<file path="config.mk">
export PLATFORM = sky130hd
export DESIGN_NAME = pipe_ctrl
export DESIGN_NICKNAME = d
export VERILOG_FILES = /design/src/rtl/pipe_ctrl_pkg.sv /design/src/rtl/stall_timer.sv /design/src/rtl/pipe_ctrl.sv
export SDC_FILE = /design/constraint.sdc
export NUM_CORES = 1
export LEC_CHECK = 0
export ABC_AREA = 1
export BUFFER_PORTS_ARGS = -buffer_cell sky130_fd_sc_hd__buf_2
export CAP_MARGIN = 20
export CORE_MARGIN = 8
export CORE_UTILIZATION = 30
export DETAILED_ROUTE_END_ITERATION = 7
export PLACE_DENSITY = 0.78
export REMOVE_ABC_BUFFERS = 1
export SLEW_MARGIN = 20
export SYNTH_ARGS = -nofsm -noshare
export SYNTH_HDL_FRONTEND = slang
export SYNTH_SLANG_ARGS = --single-unit
</file>
<file path="constraint.sdc">
create_clock -name clk -period 2.7 [get_ports clk]
set_input_delay 0 -clock clk [delete_from_list [all_inputs] [get_ports clk]]
set_output_delay 0 -clock clk [all_outputs]
set_load 0.02 [all_outputs]
</file>
<file path="src/rtl/pipe_ctrl_pkg.sv">
// Shared types and constants for the pipeline stall/flush controller.
package pipe_ctrl_pkg;

  typedef enum logic [0:0] {
    StIdle   = 1'b0,
    StExBusy = 1'b1
  } state_e;

  // Hold vectors: bit0 PC, bit1 IF, bit2 ID, bit3 EX, bit4 MEM, bit5 WB.
  localparam logic [5:0]  STALL_NONE  = 6'b000000;
  localparam logic [5:0]  STALL_ID    = 6'b000111;
  localparam logic [5:0]  STALL_EX    = 6'b001111;

  localparam logic [7:0]  WDOG_LIMIT  = 8'd255;
  localparam logic [31:0] WDOG_VECTOR = 32'h0000_0020;

endpackage

</file>
<file path="src/rtl/stall_timer.sv">
// Remaining-cycle counter for multi-cycle EX operations: load, decrement, clear.
module stall_timer
  import pipe_ctrl_pkg::*;
(
  input  logic       clk,
  input  logic       rst,
  input  logic       load_i,
  input  logic [5:0] load_val_i,
  input  logic       dec_i,
  input  logic       clr_i,
  output logic [5:0] value_o,
  output logic       zero_o,
  output logic       expire_o
);

  logic [5:0] cnt_q, cnt_d;

  always_comb begin
    cnt_d = cnt_q;
    if (clr_i) begin
      cnt_d = 6'd0;
    end else if (load_i) begin
      cnt_d = load_val_i;
    end else if (dec_i && (cnt_q != 6'd0)) begin
      cnt_d = cnt_q - 6'd1;
    end
  end

  always_ff @(posedge clk or negedge rst) begin
    if (!rst) begin
      cnt_q <= 6'd0;
    end else begin
      cnt_q <= cnt_d;
    end
  end

  assign value_o  = cnt_q;
  assign zero_o   = (cnt_q == 6'd0);
  // A decrement this cycle lands on zero.
  assign expire_o = (cnt_q <= 6'd1);

endmodule

</file>
<file path="src/rtl/pipe_ctrl.sv">
// Pipeline hazard controller: stall vector, flush/redirect and multi-cycle EX hold.
// Optional stall watchdog enabled by defining PIPE_CTRL_WATCHDOG_EN.
module pipe_ctrl
  import pipe_ctrl_pkg::*;
(
  input  logic        clk,
  input  logic        rst,
  input  logic        stallreq_id,
  input  logic        stallreq_ex,
  input  logic        ex_start,
  input  logic [5:0]  ex_cycles,
  input  logic        flush_req,
  input  logic [31:0] new_pc_in,
  output logic [5:0]  stall,
  output logic        flush,
  output logic [31:0] new_pc,
  output logic        busy,
  output logic        wd_err
);

  state_e     state_q, state_d;
  logic       tmr_load, tmr_dec, tmr_clr;
  logic [5:0] tmr_load_val, tmr_value;
  logic       tmr_zero, tmr_expire;
  logic       wd_fire;

`ifdef PIPE_CTRL_WATCHDOG_EN
  logic [7:0] wdog_q, wdog_d;
  logic       wd_err_q, wd_err_d;
`endif

  stall_timer u_stall_timer (
    .clk        (clk),
    .rst        (rst),
    .load_i     (tmr_load),
    .load_val_i (tmr_load_val),
    .dec_i      (tmr_dec),
    .clr_i      (tmr_clr),
    .value_o    (tmr_value),
    .zero_o     (tmr_zero),
    .expire_o   (tmr_expire)
  );

  always_comb begin
    state_d      = state_q;
    stall        = STALL_NONE;
    flush        = 1'b0;
    new_pc       = 32'd0;
    tmr_load     = 1'b0;
    tmr_load_val = 6'd0;
    tmr_dec      = 1'b0;
    tmr_clr      = 1'b0;
    wd_fire      = 1'b0;

    if (flush_req) begin
      flush   = 1'b1;
      new_pc  = new_pc_in;
      state_d = StIdle;
      tmr_clr = 1'b1;
    end else if (state_q == StExBusy) begin
      stall   = STALL_EX;
      tmr_dec = 1'b1;
      if (tmr_expire) begin
        state_d = StIdle;
      end
    end else if (ex_start && (ex_cycles != 6'd0)) begin
      stall        = STALL_EX;
      tmr_load     = 1'b1;
      tmr_load_val = ex_cycles - 6'd1;
      // A one-cycle op is fully covered by this cycle's stall.
      state_d      = (ex_cycles == 6'd1) ? StIdle : StExBusy;
    end else if (stallreq_ex) begin
      stall = STALL_EX;
    end else if (stallreq_id) begin
      stall = STALL_ID;
    end

`ifdef PIPE_CTRL_WATCHDOG_EN
    // The 255th consecutive stalled cycle is replaced by a redirect.
    if ((stall != STALL_NONE) && (wdog_q == WDOG_LIMIT - 8'd1)) begin
      wd_fire  = 1'b1;
      stall    = STALL_NONE;
      flush    = 1'b1;
      new_pc   = WDOG_VECTOR;
      state_d  = StIdle;
      tmr_load = 1'b0;
      tmr_dec  = 1'b0;
      tmr_clr  = 1'b1;
    end
`endif
  end

`ifdef PIPE_CTRL_WATCHDOG_EN
  always_comb begin
    wdog_d   = (stall != STALL_NONE) ? (wdog_q + 8'd1) : 8'd0;
    wd_err_d = wd_err_q | wd_fire;
  end

  always_ff @(posedge clk or negedge rst) begin
    if (!rst) begin
      wdog_q   <= 8'd0;
      wd_err_q <= 1'b0;
    end else begin
      wdog_q   <= wdog_d;
      wd_err_q <= wd_err_d;
    end
  end

  assign wd_err = wd_err_q;
`else
  assign wd_err = 1'b0;
`endif

  always_ff @(posedge clk or negedge rst) begin
    if (!rst) begin
      state_q <= StIdle;
    end else begin
      state_q <= state_d;
    end
  end

  assign busy = (state_q == StExBusy);

  logic unused_ok;
  assign unused_ok = ^{tmr_value, tmr_zero, wd_fire};

endmodule

</file>
==> metrics.txt <==
status finished, final reports clean; Setup TNS 0 ps; critical path fanouts, max 6; Avg Vias per Cell 4.13; Pwr per Cell Area 590 nW/µm²; reg-to-reg slack, setup roughly 1300 ps; clock sinks 7; clock skew 6.47 ps; Pre-Repair DR Iteration Count 4; largest net degree at the start of global routing 38; Worst R2R End u_stall_timer.value_o[2]; Max-cap violations 0; total grt overflow 0; post-route DRC violation count 0; initial antenna violation count 0; Die W 72.8 µm; worst r2r src u_stall_timer.value_o[0]; Avg WL per Cell between 10 and 15 µm; setup ws final 1290 ps; number of flops mapped to enable cells by yosys 0; Filler cells 321; FF-to-FF path depth 7; syn avg cell area 5.76 µm²; RSZ-0062 raised after global routing no; clock root buffer clkbuf_4; Post-CTS Setup Bufs 0; Vias around 1,200; Crit. End Element flop; synthesized flop and latch total 7; main flop type after synthesis dfrtp_1; synth-to-layout area growth 45.8%; final hold violation count 0; GPL Wtd Cong 0.864; pre-CTS setup slack roughly 1300 ps; final setup fails 0; drt initial violations 42; crit path kind flop to flop; Syn Std Cell Area 967 µm²; post-cts sizing count 0; NumNets Final 297; worst skew pair latency ~260 ps; Worst Tran Pin Value 612 ps; sequential area share after synthesis 0.181; area leader, netlist nand2_1; FP Rows 20; share of layout cells above drive strength 1 0.366; Die Height 72.8 µm; Routed WL 3340 µm; Max Slew Vio Count 0; Syn Inst Count 168; register area around 180 µm²; critical path data arrival time 1600 ps; Max Clk Rate 711 MHz; hpwl dp roughly 2900 µm; top cells by count, synth nand2_1 (62), inv_1 (38), nand3_1 (13), nor2_1 (10), dfrtp_1 (7); first-pass GRT wire length 5040 µm; Worst Path Required 2900 ps; I/O pin count 85; CTS buffer count 3; worst hold slack 90.7 ps; Initial Utilization 0.317; Slew headroom 0.592; Design Area, Final 1410 µm²; YS warnings 0; CP Cell Sequence inv_1, ha_1, nand3_1, nand2_1, a21oi_4, nand3_1, nand2_1; Port-buffer cells 81; CTS tree yes; Slowest-stage cell, CP dfrtp_1; Yosys top cell area share 0.241; Crit path largest cell delay 400 ps; worst-case clock buffer depth 2; Critical Path Start Type flop; post-synthesis async set-or-reset flop share 1.00; CP startpoint u_stall_timer.value_o[0]; Core Region 3050 µm²; placed cell area 1370 µm²; area occupied by multi-input gates 592 µm²; Lkg Pwr 1.05 nW; final worst-path cycle share 0.521; vias in the first global route ~1,100; clock period minus worst slack 1410 ps; post-synth cell types 25; top-count cell post-synth nand2_1; antenna cells 0; end of the critical path u_stall_timer.value_o[2]; top cells by area, synth nand2_1 (24%), dfrtp_1 (18%), inv_1 (15%), ha_1 (7.8%), nand3_1 (6.7%); Max rail drop VDD 201 µV; post-route ant nets 0; hold crit path type input port to flop; Die ar. 5300 µm²; GRT Resource Usage Total 0.118; Worst-path clk slew ~50 ps; H-tree depth 1; hold buffers post-CTS 1
-- worst max-delay path, delay by kind of cell, from the launching register on --
kind                     cells  cell delay [ps]
flip-flops                   1              400
adder cells (fa/ha/maj)      1              210
buffers and inverters        1              110
AND/OR/NAND/NOR              4              390
AO/OA/AOI/OAI                1              230
-- final cells by class --
cell class,count,area share
Multi-Input combinational cell,114,0.420
Timing Repair Buffer,82,0.295
Sequential cell,7,0.124
Inverter,39,0.104
Tap cell,44,0.0390
Clock buffer,4,0.0186
-- report_power, final --
group | leakage [nW] | switching, W | internal (W)
Combinational | 0.939 | 0.000322 | 0.000200
Clock | 0.0150 | 0.0000420 | 0.0000566
Sequential | 0.0925 | 0.0000605 | 0.000151
Total | 1.05 | 0.000424 | 0.000408
-- flip-flops by register name, indices dropped and copies added, names as in the netlist --
| register | flops |
|---|---|
| u_stall_timer.value_o | 6 |
| busy | 1 |
-- cell families (layout without fill, tap and decap cells) --
logic type	Yosys count	after routing	synth area share
fa+ha+maj	6	6	0.0776
compound gates	8	8	0.0673
flops	7	7	0.181
xor+xnor	6	6	0.0543
buf+inv	49	125	0.215
other cells	1	3	0.00388
simple gates	91	91	0.401
-- metrics by stage --
| stage | cells | util | total power, W |
|---|---|---|---|
| floorplan | 160 | - | 0.000568 |
| global placement | 285 | 0.450 | 0.000722 |
| detailed placement | 285 | 0.450 | 0.000734 |
| CTS | 290 | 0.462 | 0.000835 |
| global route | 290 | 0.462 | 0.000932 |
| finish | 290 | 0.462 | 0.000832 |
-- layout by cell type, fill, tap and decap left out, drive strengths merged, types with 3 or more instances in the layout --
| cell | synthesis | final |
|---|---|---|
| clkbuf | 3 | 4 |
| ha | 6 | 6 |
| a21oi | 3 | 3 |
| nand2 | 62 | 62 |
| nand3 | 15 | 15 |
| inv | 39 | 39 |
| dfrtp | 7 | 7 |
| xor2 | 4 | 4 |
| conb | 1 | 3 |
| buf | 7 | 81 |
| nor2 | 11 | 11 |
-- routing by layer --
layer | share of wire | routed length [µm] | vias up | track usage
met5 | 0 | 0 | - | 0
met4 | 0.019 | 63 | 0 | 0.0778
met3 | 0.16 | 526 | 5 | 0.0398
met2 | 0.45 | 1510 | 77 | 0.202
met1 | 0.37 | 1250 | 476 | 0.119
li1 | - | - | 640 | -
-- worst min path at each step --
stage	slack [ps]	end	depth (start not counted)	from
3_3_place_gp	-160	u_stall_timer.value_o[2]	1	rst
4_1_cts	90	u_stall_timer.value_o[0]	4	ex_cycles[0]
2_1_floorplan	-300	busy	0	rst
6_report	90	u_stall_timer.value_o[0]	4	ex_cycles[0]
5_1_grt	110	busy	2	rst
3_5_place_dp	-150	busy	1	rst
No activity file was read; power rests on OpenSTA's default activity.
